[src/rtl/mux_controller.sv]
// -----------------------------------------------------------------------------
// mux_controller
//
// Sequencing and data-steering controller for the CORDIC complex square root
// sqrt(x+jy) = sqrt(R) * (cos(theta/2) + j sin(theta/2)).
// It runs the shared CORDIC vectoring unit (CV) twice:
//   - pass 1 produces the angle directions and 2R-1;
//   - pass 2 produces sqrt(R) using operands R+0.25 and R-0.25.
// It then runs the CORDIC rotation unit (CR) with the captured micro-rotation
// directions and latches the final complex result.
//
// All data are Q2.14 two's complement (1.0 = 16'h4000).
//
// Ports
//   clk, rst                     clock, asynchronous active-high reset
//   x_in, y_in                   operand, captured when start is accepted
//   start                        request pulse, honoured only when idle
//   cv_calc_end, cv_di_valid     CV pass finished / direction bits valid
//   cv_di_microt, cv_2Rminus1    CV direction bits / CV result
//   cr_calc_end                  CR pass finished
//   cr_cos_theta, cr_sin_theta   CR result (real / imag)
//   cr_di_microt                 latched direction bits to CR
//   start_cv, start_cr           one-cycle start pulses to CV / CR
//   xin_cv, yin_cv               CV operands
//   yn_cv                        held pass-1 result (2R-1)
//   xin_cr, yin_cr               CR operands
//   cmplx_sqrt_real/_imag        result, held until the next result
//   cmplx_sqrt_valid             one-cycle result strobe
//
// Every output is a register.
// -----------------------------------------------------------------------------
module mux_controller (
    input  logic               clk,
    input  logic               rst,
    input  logic signed [15:0] x_in,
    input  logic signed [15:0] y_in,
    input  logic               start,
    input  logic               cv_calc_end,
    input  logic               cr_calc_end,
    input  logic               cv_di_valid,
    input  logic        [31:0] cv_di_microt,
    input  logic signed [15:0] cv_2Rminus1,
    input  logic signed [15:0] cr_cos_theta,
    input  logic signed [15:0] cr_sin_theta,
    output logic        [31:0] cr_di_microt,
    output logic               start_cv,
    output logic               start_cr,
    output logic signed [15:0] xin_cv,
    output logic signed [15:0] yin_cv,
    output logic signed [15:0] yn_cv,
    output logic signed [15:0] xin_cr,
    output logic signed [15:0] yin_cr,
    output logic signed [15:0] cmplx_sqrt_real,
    output logic signed [15:0] cmplx_sqrt_imag,
    output logic               cmplx_sqrt_valid
);

    typedef enum logic [2:0] {
        IDLE     = 3'd0,
        CV1_GO   = 3'd1,
        CV1_WAIT = 3'd2,
        CV2_GO   = 3'd3,
        CV2_WAIT = 3'd4,
        CR_GO    = 3'd5,
        CR_WAIT  = 3'd6,
        DONE     = 3'd7
    } state_t;

    // (2R-1)/2 + 0.75 = R + 0.25 and (2R-1)/2 + 0.25 = R - 0.25
    localparam logic signed [15:0] C_OFS_X = 16'sh3000;
    localparam logic signed [15:0] C_OFS_Y = 16'sh1000;

    // Halve with arithmetic shift and add an offset; the sum wraps in 16 bits.
    function automatic logic signed [15:0] half_plus(
        input logic signed [15:0] a,
        input logic signed [15:0] ofs
    );
        return (a >>> 1) + ofs;
    endfunction

    state_t      r_state;
    logic [31:0] r_di;
    logic        r_di_seen;   // a cv_di_valid beat has arrived during pass 1

    logic signed [15:0] w_cv2_x;
    logic signed [15:0] w_cv2_y;

    assign w_cv2_x = half_plus(cv_2Rminus1, C_OFS_X);
    assign w_cv2_y = half_plus(cv_2Rminus1, C_OFS_Y);

    // Outputs are loaded on the edge that enters each *_GO state so that the
    // start pulse and its operands appear together in the GO cycle.
    // xin_cv/yin_cv hold the captured operand during pass 1, yn_cv holds the
    // pass-1 result and xin_cr holds the pass-2 result.
    always_ff @(posedge clk or posedge rst) begin
        if (rst) begin
            r_state          <= IDLE;
            r_di             <= '0;
            r_di_seen        <= 1'b0;
            cr_di_microt     <= '0;
            start_cv         <= 1'b0;
            start_cr         <= 1'b0;
            xin_cv           <= '0;
            yin_cv           <= '0;
            yn_cv            <= '0;
            xin_cr           <= '0;
            yin_cr           <= '0;
            cmplx_sqrt_real  <= '0;
            cmplx_sqrt_imag  <= '0;
            cmplx_sqrt_valid <= 1'b0;
        end else begin
            start_cv         <= 1'b0;
            start_cr         <= 1'b0;
            cmplx_sqrt_valid <= 1'b0;

            case (r_state)
                IDLE: begin
                    if (start) begin
                        xin_cv    <= x_in;
                        yin_cv    <= y_in;
                        r_di_seen <= 1'b0;
                        start_cv  <= 1'b1;
                        r_state   <= CV1_GO;
                    end
                end

                CV1_GO: r_state <= CV1_WAIT;

                CV1_WAIT: begin
                    if (cv_di_valid) begin
                        r_di      <= cv_di_microt;
                        r_di_seen <= 1'b1;
                    end
                    if (cv_calc_end) begin
                        // No direction beat seen: take the bits present at the end.
                        if (!r_di_seen && !cv_di_valid) begin
                            r_di <= cv_di_microt;
                        end
                        yn_cv    <= cv_2Rminus1;
                        xin_cv   <= w_cv2_x;
                        yin_cv   <= w_cv2_y;
                        start_cv <= 1'b1;
                        r_state  <= CV2_GO;
                    end
                end

                CV2_GO: r_state <= CV2_WAIT;

                CV2_WAIT: begin
                    if (cv_calc_end) begin
                        xin_cr       <= cv_2Rminus1;
                        yin_cr       <= '0;
                        cr_di_microt <= r_di;
                        start_cr     <= 1'b1;
                        r_state      <= CR_GO;
                    end
                end

                CR_GO: r_state <= CR_WAIT;

                CR_WAIT: begin
                    if (cr_calc_end) begin
                        cmplx_sqrt_real  <= cr_cos_theta;
                        cmplx_sqrt_imag  <= cr_sin_theta;
                        cmplx_sqrt_valid <= 1'b1;
                        r_state          <= DONE;
                    end
                end

                DONE: r_state <= IDLE;

                default: r_state <= IDLE;
            endcase
        end
    end

endmodule

[config.mk]
export PLATFORM = sky130hd
export DESIGN_NAME = mux_controller
export DESIGN_NICKNAME = d
export VERILOG_FILES = /design/src/rtl/mux_controller.sv
export SDC_FILE = /design/constraint.sdc
export NUM_CORES = 1
export LEC_CHECK = 0
export BUFFER_PORTS_ARGS = -buffer_cell sky130_fd_sc_hd__buf_2
export CORE_AREA = 2 2 117 119
export CTS_BUF_LIST = sky130_fd_sc_hd__clkbuf_16
export DETAILED_ROUTE_END_ITERATION = 6
export DIE_AREA = 0 0 119 121
export GPL_TIMING_DRIVEN = 1
export PLACE_DENSITY_LB_ADDON = 0.2
export SYNTH_ARGS = -nofsm -noshare
export SYNTH_HDL_FRONTEND = slang
export SYNTH_SLANG_ARGS = --single-unit
[constraint.sdc]
create_clock -name clk -period 9.15 [get_ports clk]
set_input_delay 2.2875 -clock clk [delete_from_list [all_inputs] [get_ports clk]]
set_output_delay 2.2875 -clock clk [all_outputs]
set_load 0.02 [all_outputs]
# Word-level counts from Yosys, hierarchy flattened
# Cells that the tools add are included.
# totals
input_bits	118
regBits	167
# classes
eq_ne	12
n_mux	23
n_reduce_logical	11
n_addsub	2
# op_table
operator	n
$mux W32	3
$mux W16	4
$pmux W16 S2	2
$pmux W3 S8	1
$add A15 B14 Y16 const B	1
$add A15 B15 Y16 const B	1
$eq A3 B3 Y1 const B	4
$mux W3	4
$ne A2 B2 Y1 const B	5
$mux W1	7
$eq A3 B2 Y1 const B	2
$reduce_and A2 Y1	3
$reduce_and A3 Y1	2
$pmux W1 S2	2
$reduce_and A4 Y1	1
$eq A3 B1 Y1 const B	1
$logic_not A3 Y1	1
$logic_not A1 Y1	2
$reduce_bool A2 Y1	1
$logic_and A1 B1 Y1	1

# Logic depth before layout (Yosys ltp)
# depth
ltp_word	4
ltp_mapped	9

# Least setup slack after synthesis
# OpenSTA, ideal clock, no wires.
# synth_timing
path_kind	input-to-reg
start	input port cv_calc_end
end	register r_di[10]
path_buffers	1
cell_stages	4
setup_time_ns	0.125
arrival_ns	3.121
path_slack_ns	5.904
path_cell_list	nor2b_1 -> o21ai_2 -> buf_4 -> mux2_2
# synth_between
elab_chain_cells	1
# synth_rtl
element	line_no	source
start: declaration	38	input logic cv_calc_end,
$mux W32	134	if (cv_calc_end) begin
end signal: assignment	131	r_di <= cv_di_microt;
end signal: assignment	137	r_di <= cv_di_microt;
end: declaration	82	logic [31:0] r_di;
# Every way passes these cells.
# A chain may end at the register's enable or synchronous reset.

# Final worst setup path
# layout_timing
start	input port cv_calc_end
end	register r_di[9]
# Same word-level chain as after synthesis.

==> results.py <==
metrics = {
    "place": {
        "port_buffers": 248,
        "dp_slack_ps": 5070,
        "hpwl_um": 11100,
        "gp_congestion": 0.852,
    },
    "floorplanning": {
        "start_util": 0.515,
        "die_h_um": 121,
        "io-pin-count": 265,
        "die-area_sq_um": 14400,
        "rows": 42,
        "die_x_um": 119,
        "core_sq_um": 13100,
    },
    "synthesis": {
        "async_flop_share": 1.00,
        "synth_area_leader_cell": "dfrtp_1",
        "synth_flop_cell": "dfrtp_1",
        "yosys-top-cells-count": "dfrtp_1, mux2_2, a21oi_1",
        "synth_area_leaders": "dfrtp_1, mux2_2, a21oi_1",
        "synth_area_sq_um": 6740,
        "ys_ff_latch": 167,
        "synth-seq-area-share": 0.620,
        "synth.most_common_cell": "dfrtp_1",
        "synth_top_area_frac": 0.620,
        "netlist_instances": 497,
        "synth_edf_count": 0,
        "synth_area_per_cell_sq_um": 13.6,
        "ys_types": 33,
        "ys_warn_count": 0,
    },
    "final_layout": {
        "antennaDiodeCount": 0,
        "syn2layout_area_growth_pct": 27.3,
        "fin_util": 0.655,
        "drive_gt1_frac": 0.543,
        "final_nets": 866,
    },
    "run": {
        "cap_violations": 0,
    },
    "clock_tree": {
        "cts_root_buf": "clkbuf_16",
        "numCtsBuffers": 17,
        "clock_latency_ps": 420,
        "post_cts_buffers": 0,
        "postCtsHoldBufs": 0,
        "clk_path_buf_depth": 2,
        "clock-sinks": 167,
        "clkTransAtPathRegs_ps": 60,
        "ctsResizeCount": 0,
        "tritoncts": "done",
        "cts_max_level": 4,
    },
    "global_routing": {
        "antenna_found_initial": 0,
        "grt_pass1_wl_um": 24100,
        "track_usage": 0.217,
        "grt_pass1_vias": 4814,
        "grt_overflow": 0,
        "grt_max_degree": 87,
    },
    "detailed_routing": {
        "wl_per_cell_um": 16.4,
        "drc": 0,
        "vias_per_cell": 5.00,
        "totalWireLength_um": 15200,
        "wl_met3_um": 1130,
        "drtIter0Drc": 206,
        "highest_layer": "met4",
        "wl_met1_um": 6080,
        "first_pass_iters": 5,
        "vias": 4649,
        "met2_length_um": 7650,
        "antenna_left": 0,
    },
    "sta": {
        "relSlewSlack": 0.289,
        "drv_slew": 0,
        "min_period_ps": 3540,
        "skew_ps": 4.82,
        "rsz0062_at_grt": "false",
        "setup_viol": 0,
        "worstMarginPinSlew_ps": 1060,
        "timing.final.crit_share": 0.387,
        "finalHoldViolCount": 0,
        "fin_tns_setup_ps": 0,
        "fin_ws_ps": 5610,
        "max_freq_mhz": 283,
    },
    "worst_setup_path": {
        "critPathMaxFanout": 32,
        "path_cells": "buf_2 -> nor2b_1 -> o21ai_4 -> mux2_2",
        "worstPathRequired_ps": 9450,
        "crit_slowest_cell": "o21ai_4",
        "critPathBufInv": 1,
        "crit_path_end_kind": "register",
        "crit_family": "compound AO/OA/AOI/OAI gates",
        "critical_path.max_stage_delay_ps": 810,
        "start_kind": "primary input",
        "crit_arrival_ps": 3840,
        "crit_type": "in2reg",
    },
    "power": {
        "p_leak_uw": 0.00433,
        "p_per_area_nw_per_um2": 388,
        "vdd_ir_drop_max_mv": 0.211,
        "design_power_total_uw": 3330,
    },
    "hold_path": {
        "worstHoldPathType": "reg2reg",
    },
    "outcome": {
        "status": "finished, final reports clean",
    },
}
-- flip-flops by register name, summed over array words and instances, names as in the netlist, 3 cells and up --
signal	cells
cr_di_microt	32
r_di	32
cmplx_sqrt_imag	16
cmplx_sqrt_real	16
xin_cr	16
xin_cv	16
yin_cv	16
yn_cv	16
r_state	3
-- placed cells by master, fill, tap and decap left out, types with 12 or more instances in the layout --
cell type	synthesis	layout
buf_2	13	248
inv_1	10	12
dfrtp_1	167	167
conb_1	1	16
and2_1	12	12
a21oi_1	60	60
nor2_1	34	34
clkbuf_16	0	17
mux2_2	125	125
-- routing by layer --
layer,vias to the layer above,global-route usage
met1,2255,0.258
met3,23,0.0691
li1,2171,-
met5,-,0
met4,0,0.0878
met2,200,0.368
-- final cells by class --
class / instances / area (sq um)
Clock buffer: 17 / 425
Fill cell: 1029 / 4510
Timing Repair Buffer: 253 / 1280
Inverter: 10 / 42.5
Sequential cell: 167 / 4180
Clock inverter: 13 / 118
Multi-Input combinational cell: 293 / 2310
Tap cell: 176 / 220
-- worst min-delay path: cells and delay by family, from the launching register on --
kind / cells / cell delay, ps
AOI/OAI and AO/OA: 1 / 60
DFF: 1 / 350
and+or+nand+nor: 1 / 50
-- stage by stage --
step | area [sq um] | hold slack [ps] | cells
floorplan | 6790 | 460 | 512
global placement | 8030 | 467 | 899
detailed placement | 8030 | 479 | 899
CTS | 8580 | 495 | 929
global route | 8580 | 515 | 929
finish | 8580 | 491 | 929
-- path summary, 6_finish.rpt --
| path | slack, ps | start | cells after the start | end |
|---|---|---|---|---|
| worst max register to register | 7000 | r_state[0]$_DFFE_PP0P_ | 6 | yin_cv[14]$_DFFE_PP0P_ |
| min in group asynchronous | 1980 | rst | 2 | cmplx_sqrt_real[0]$_DFFE_PP0P_ |
| worst min-delay path | 490 | yn_cv[14]$_DFFE_PP0P_ | 2 | yn_cv[14]$_DFFE_PP0P_ |
| worst max-delay path | 5610 | cv_calc_end | 4 | r_di[9]$_DFFE_PP0N_ |
| worst min register to register | 490 | yn_cv[14]$_DFFE_PP0P_ | 2 | yn_cv[14]$_DFFE_PP0P_ |
| max in group asynchronous | 5660 | rst | 3 | xin_cr[2]$_DFFE_PP0P_ |
-- cells by family (layout without fill, tap and decap cells) --
family,count (synthesis),count (layout),share of synthesized area
simple gates,62,62,0.0420
mux,127,127,0.212
other cells,1,16,0.000557
fa+ha+maj,6,6,0.0111
buf+inv,52,293,0.0466
xor+xnor,2,2,0.00260
flops,167,167,0.620
compound gates,80,80,0.0645
-- where the power goes --
part	total [uW]	internal [uW]	switching (uW)
clock	662	392	270
sequential	1290	1110	186
combinational	1370	569	804
total	3330	2070	1260
Note: power is estimated with default switching activity, not from simulation.
